[config.mk]
export PLATFORM = sky130hd
export DESIGN_NAME = bus_toggle_monitor
export DESIGN_NICKNAME = d
export VERILOG_FILES = /design/src/rtl/bus_mon_pkg.sv /design/src/rtl/toggle_popcount.sv /design/src/rtl/bus_toggle_monitor.sv
export SDC_FILE = /design/constraint.sdc
export NUM_CORES = 1
export LEC_CHECK = 0
export CORE_ASPECT_RATIO = 1.5
export CORE_MARGIN = 4
export CORE_UTILIZATION = 56
export DETAILED_ROUTE_END_ITERATION = 10
export PLACE_DENSITY = 0.8
export SLEW_MARGIN = 0
export SYNTH_ARGS = -nofsm -noshare
export SYNTH_HDL_FRONTEND = slang
export SYNTH_HIERARCHICAL = 1
export SYNTH_SLANG_ARGS = --single-unit
[constraint.sdc]
create_clock -name ck -period 6.7 [get_ports ck]
set_clock_uncertainty 0.15 [all_clocks]
set_input_delay 1.005 -clock ck [delete_from_list [all_inputs] [get_ports ck]]
set_output_delay 1.005 -clock ck [all_outputs]
set_load 0.01 [all_outputs]
[src/rtl/bus_mon_pkg.sv]
// Shared types and helpers for the bus toggle monitor and its popcount slice.
package bus_mon_pkg;

  function automatic int clog2(input int n);
    int r;
    int v;
    r = 0;
    v = n - 1;
    while (v > 0) begin
      r = r + 1;
      v = v >> 1;
    end
    return r;
  endfunction

  localparam int BUS_W     = 9;
  localparam int CNT_W_DEF = 16;
  localparam int PEAK_W    = clog2(BUS_W + 1);
  localparam logic [CNT_W_DEF-1:0] SAT_MAX = '1;

  typedef enum logic [1:0] {
    IDLE   = 2'd0,
    COUNT  = 2'd1,
    REPORT = 2'd2
  } state_t;

endpackage

[src/rtl/toggle_popcount.sv]
// Number of lines that differ between two consecutive bus samples.
module toggle_popcount
  import bus_mon_pkg::*;
#(
  parameter int W = 9
) (
  input  logic [W-1:0]             cur,
  input  logic [W-1:0]             prev,
  output logic [clog2(W+1)-1:0]    cnt
);

  localparam int CW = clog2(W + 1);

  always_comb begin
    cnt = '0;
    for (int i = 0; i < W; i++) begin
      cnt = cnt + CW'(cur[i] ^ prev[i]);
    end
  end

endmodule

[src/rtl/bus_toggle_monitor.sv]
// Counts per-cycle bus toggles over a programmable window and reports
// total, single-cycle peak and saturation through a valid/ready port.
module bus_toggle_monitor
  import bus_mon_pkg::*;
#(
  parameter int W     = 9,
  parameter int CNT_W = 16,
  parameter int WIN_W = 16
) (
  input  logic                   ck,
  input  logic                   rst,
  input  logic [W-1:0]           bus_in,
  input  logic                   start,
  input  logic [WIN_W-1:0]       win_len,
  output logic                   busy,
  output logic                   res_valid,
  input  logic                   res_ready,
  output logic [CNT_W-1:0]       res_total,
  output logic [clog2(W+1)-1:0]  res_peak,
  output logic                   res_sat
);

  localparam int PW = clog2(W + 1);

  // Returns {overflow, clamped sum}; the add is one bit wider than the accumulator.
  function automatic logic [CNT_W:0] sat_add(input logic [CNT_W-1:0] acc,
                                             input logic [PW-1:0]    t);
    logic [CNT_W:0] s;
    s = {1'b0, acc} + (CNT_W+1)'(t);
    if (s[CNT_W]) begin
      s = {1'b1, {CNT_W{1'b1}}};
    end
    return s;
  endfunction

  state_t             state;
  logic [W-1:0]       prev;
  logic [WIN_W-1:0]   remaining;
  logic [CNT_W-1:0]   total;
  logic [PW-1:0]      peak;
  logic               sat;

  logic [PW-1:0]      t;
  logic [CNT_W:0]     sum;
  logic [PW-1:0]      nxt_peak;
  logic               accept;

  toggle_popcount #(.W(W)) u_pop (
    .cur  (bus_in),
    .prev (prev),
    .cnt  (t)
  );

  always_comb begin
    sum      = sat_add(total, t);
    nxt_peak = (t > peak) ? t : peak;
    accept   = start && ((state == IDLE) || ((state == REPORT) && res_ready));
  end

  always_ff @(posedge ck or posedge rst) begin
    if (rst) begin
      state     <= IDLE;
      prev      <= '0;
      remaining <= '0;
      total     <= '0;
      peak      <= '0;
      sat       <= 1'b0;
      busy      <= 1'b0;
      res_valid <= 1'b0;
      res_total <= '0;
      res_peak  <= '0;
      res_sat   <= 1'b0;
    end else begin
      case (state)
        COUNT: begin
          total     <= sum[CNT_W-1:0];
          sat       <= sat | sum[CNT_W];
          peak      <= nxt_peak;
          prev      <= bus_in;
          remaining <= remaining - WIN_W'(1);
          if (remaining == WIN_W'(1)) begin
            state     <= REPORT;
            busy      <= 1'b0;
            res_valid <= 1'b1;
            res_total <= sum[CNT_W-1:0];
            res_peak  <= nxt_peak;
            res_sat   <= sat | sum[CNT_W];
          end
        end
        IDLE, REPORT: begin
          if ((state == REPORT) && res_ready) begin
            state     <= IDLE;
            res_valid <= 1'b0;
          end
          // A start on the handshake edge is taken exactly as from IDLE.
          if (accept) begin
            prev      <= bus_in;
            remaining <= win_len;
            total     <= '0;
            peak      <= '0;
            sat       <= 1'b0;
            if (win_len == '0) begin
              state     <= REPORT;
              res_valid <= 1'b1;
              res_total <= '0;
              res_peak  <= '0;
              res_sat   <= 1'b0;
            end else begin
              state     <= COUNT;
              busy      <= 1'b1;
              res_valid <= 1'b0;
            end
          end
        end
        default: state <= IDLE;
      endcase
    end
  end

endmodule

==> results.yml <==
outcome:
  status: "finished clean"
placed_design:
  hpwl_um: 7110
  pre_cts_ws_ns: 0.313
  gp_congestion: 0.927
  port_buffers: 51
global_route:
  grt_pass1_vias: 3526
  grt_max_degree: 72
  grt_use_total_pct: 24.0
  antenna_found_initial: 0
  grt_pass1_wl_um: 16900
  overflow: 0
logic_synthesis:
  ys.flop_type: "dfrtp_1"
  synth_edf_count: 0
  netlist_area_mm2: 0.00415
  synthArstFlopShare_pct: 100
  syn_inst: 454
  ys_warn_count: 6
  avgSynthCellArea_um2: 9.14
  yosys.area.top_type_share_pct: 42.8
  ys_seq_area_share_pct: 42.8
  ys_seq_elements: 71
  yosysTopAreaCell: "dfrtp_1"
  synth_cell_types: 57
  synth_area_leaders: "dfrtp_1, nand2_1, o21ai_0"
  syn_nets: 501
final_layout:
  fin_nets: 541
  syn2layout_area_growth_pct: 19.5
  fill_cells: 579
  diodes: 0
  mostFrequentLayoutCell: "dfrtp_1"
  utilization_pct: 68.6
  layout_common_cells: "dfrtp_1, nand2_1, clkdlybuf4s50_1"
  drive_gt1_share_pct: 7.82
power_and_ir_drop:
  power_frac_seq_pct: 30.3
  power.net_switching_uw: 813
  power_density_mw_per_mm2: 414
  clockPowerShare_pct: 19.9
  p_int_mw: 1.24
  ir_drop_uv: 264
  power_mw: 2.05
  comb_power_share_pct: 49.7
  switching_share_pct: 39.6
  leakage_nw: 2.12
critical_path:
  end_kind: "register"
  worstReg2RegEnd: "total[2]"
  slowest_stage: "fa_1"
  cp.required_ns: 6.77
  path_class: "input port to register"
  path_buf_inv: 3
  crit_chain: "clkdlybuf4s50_1, xnor2_1, fa_1, fa_1, fa_1, inv_1, fa_1, inv_1, fa_1, xnor2_1, ha_1, a211oi_1, or3_4, or3_1, a21oi_1, mux2_2"
  r2r_slack_ns: 1.39
  path_max_fanout: 6
  crit_top_cell: "fa_1"
  critPathTopFamily: "adder cells"
  crit_path_start_kind: "input port"
  reg2reg_from: "prev[0]"
  worstRegToRegCells: 15
  slowest_delay_ns: 0.52
  worst_ep_arrival_time_ns: 6.10
cts:
  cts_hold_buffers: 0
  cts-buffers-inserted: 9
  clock_sinks: 71
  htreeDepth: 3
  cts_max_path_buffers: 2
  cts_tree: "done"
  cts-root-buf: "clkbuf_8"
  post_cts_resized: 0
  clk_latency_ns: 0.35
  cts_setup_buffers: 0
  clkTransAtPathRegs_ns: 0.06
worst_hold_path:
  hold_depth: 2
  hp-start: "res_total[4]"
  hp-class: "register to register"
  whs_endpoint: "res_total[4]"
timing:
  maxSlewHeadroom_pct: 32.4
  rsz0062_at_grt: "false"
  finalSetupViolCount: 0
  fin_tns_setup_ns: 0
  hold_violations: 0
  fmax_ghz: 0.166
  timing.final.crit_share_pct: 90.0
  final_max_slew_viol_count: 0
  min_period_ns: 6.03
  fin_hold_ws_ns: 0.338
  worst_slack_ns: 0.672
  tightestPinTransition_ns: 1.01
floorplanning:
  start_util_pct: 57.4
  num_io_pins: 52
  die_x_um: 78.3
  row_count: 38
  die_h_um: 113
  core_area_mm2: 0.00723
  die_area_mm2: 0.00888
detailed_routing:
  vias: 3601
  vias_per_cell: 6.01
  first_pass_iters: 5
  drt_wl_total_um: 9830
  wl_per_cell_um: 16.4
  drtAntennaViolNets: 0
  drtIter0Drc: 369
  drc: 0
flow_run:
  cap_violations: 0
-- area by class of cell --
type	instances	area [µm²]	area share (%)
Clock buffer	14	183	3.68
Timing Repair Buffer	55	541	10.9
Tap cell	100	125	2.52
Inverter	22	82.6	1.66
Multi-Input combinational cell	335	2190	44.2
Clock inverter	2	60.1	1.21
Sequential cell	71	1780	35.8
-- power by group through the flow --
stage,combinational [mW],clock [mW],sequential (mW)
floorplan,0.803,0,0.602
CTS,1.01,0.415,0.619
detailed placement,1.00,0,0.627
finish,1.02,0.409,0.623
global route,1.17,0.438,0.633
global placement,0.972,0,0.621
-- flip-flops by register name, summed over array words and instances, names as in the netlist, 2 cells and up --
name	flops
prev	9
remaining	16
state	2
total	16
res_total	16
peak	4
res_peak	4
-- worst reg2reg max path: stages (launching register included) --
cell	delay (ns)
dfrtp_1	0.39
xnor2_1	0.24
fa_1	0.46
fa_1	0.52
fa_1	0.48
inv_1	0.09
fa_1	0.19
inv_1	0.05
fa_1	0.37
xnor2_1	0.41
ha_1	0.38
a211oi_1	0.52
or3_4	0.26
or3_1	0.25
a21oi_1	0.13
mux2_2	0.30
-- Yosys cell counts, types with 4 or more instances --
| master | n |
|---|---|
| fa_1 | 6 |
| ha_1 | 12 |
| and4_1 | 4 |
| nand3_1 | 18 |
| inv_1 | 22 |
| a22oi_1 | 6 |
| mux2_2 | 8 |
| nor2_1 | 22 |
| o211ai_1 | 4 |
| a211oi_1 | 5 |
| a21oi_1 | 23 |
| a31oi_1 | 5 |
| o22ai_1 | 4 |
| a21o_1 | 5 |
| clkbuf_1 | 24 |
| mux2i_1 | 9 |
| xnor2_1 | 13 |
| nand3b_1 | 5 |
| nor3_1 | 11 |
| a32oi_1 | 5 |
| o21a_1 | 5 |
| nand2_1 | 67 |
| o21ai_0 | 33 |
| nor4_1 | 9 |
| nand4_1 | 7 |
| xor2_1 | 4 |
| dfrtp_1 | 71 |
-- per-stage QoR --
stage / cell area (µm²) / cells
finish: 4960 / 599
global route: 4960 / 599
CTS: 4960 / 599
detailed placement: 4720 / 583
global placement: 4720 / 583
floorplan: 4150 / 454
-- how the worst max path moves through the flow --
stage | start | slack [ns] | cells after the start | endpoint
6_report | bus_in[0] | 0.67 | 16 | total[2]
5_1_grt | bus_in[0] | 0.27 | 16 | total[2]
4_1_cts | bus_in[0] | 0.68 | 16 | total[2]
3_5_place_dp | bus_in[0] | 0.31 | 17 | total[13]
3_3_place_gp | bus_in[1] | 0.49 | 17 | total[7]
2_1_floorplan | bus_in[1] | 1.19 | 16 | total[9]
-- layer usage --
metal  track usage, %  vias to the layer above  share of wire, %
li1                 -                     1720                 -
met1             29.6                     1752                43
met4             8.98                        0               1.7
met3             4.82                       15               5.3
met2             41.6                      114                50
met5                0                        -                 0
-- cell families (layout without fill, tap and decap cells) --
| group | Yosys count | in the layout | share of synthesized area, % |
|---|---|---|---|
| AO/OA/AOI/OAI | 118 | 118 | 18.7 |
| XOR/XNOR | 17 | 17 | 3.59 |
| adder cells (fa/ha/maj) | 18 | 18 | 6.51 |
| buffers and inverters | 48 | 93 | 4.40 |
| flip-flops | 71 | 71 | 42.8 |
| multiplexers | 17 | 17 | 4.34 |
| AND/OR/NAND/NOR | 165 | 165 | 19.6 |
No activity file was read; power rests on OpenSTA's default activity.
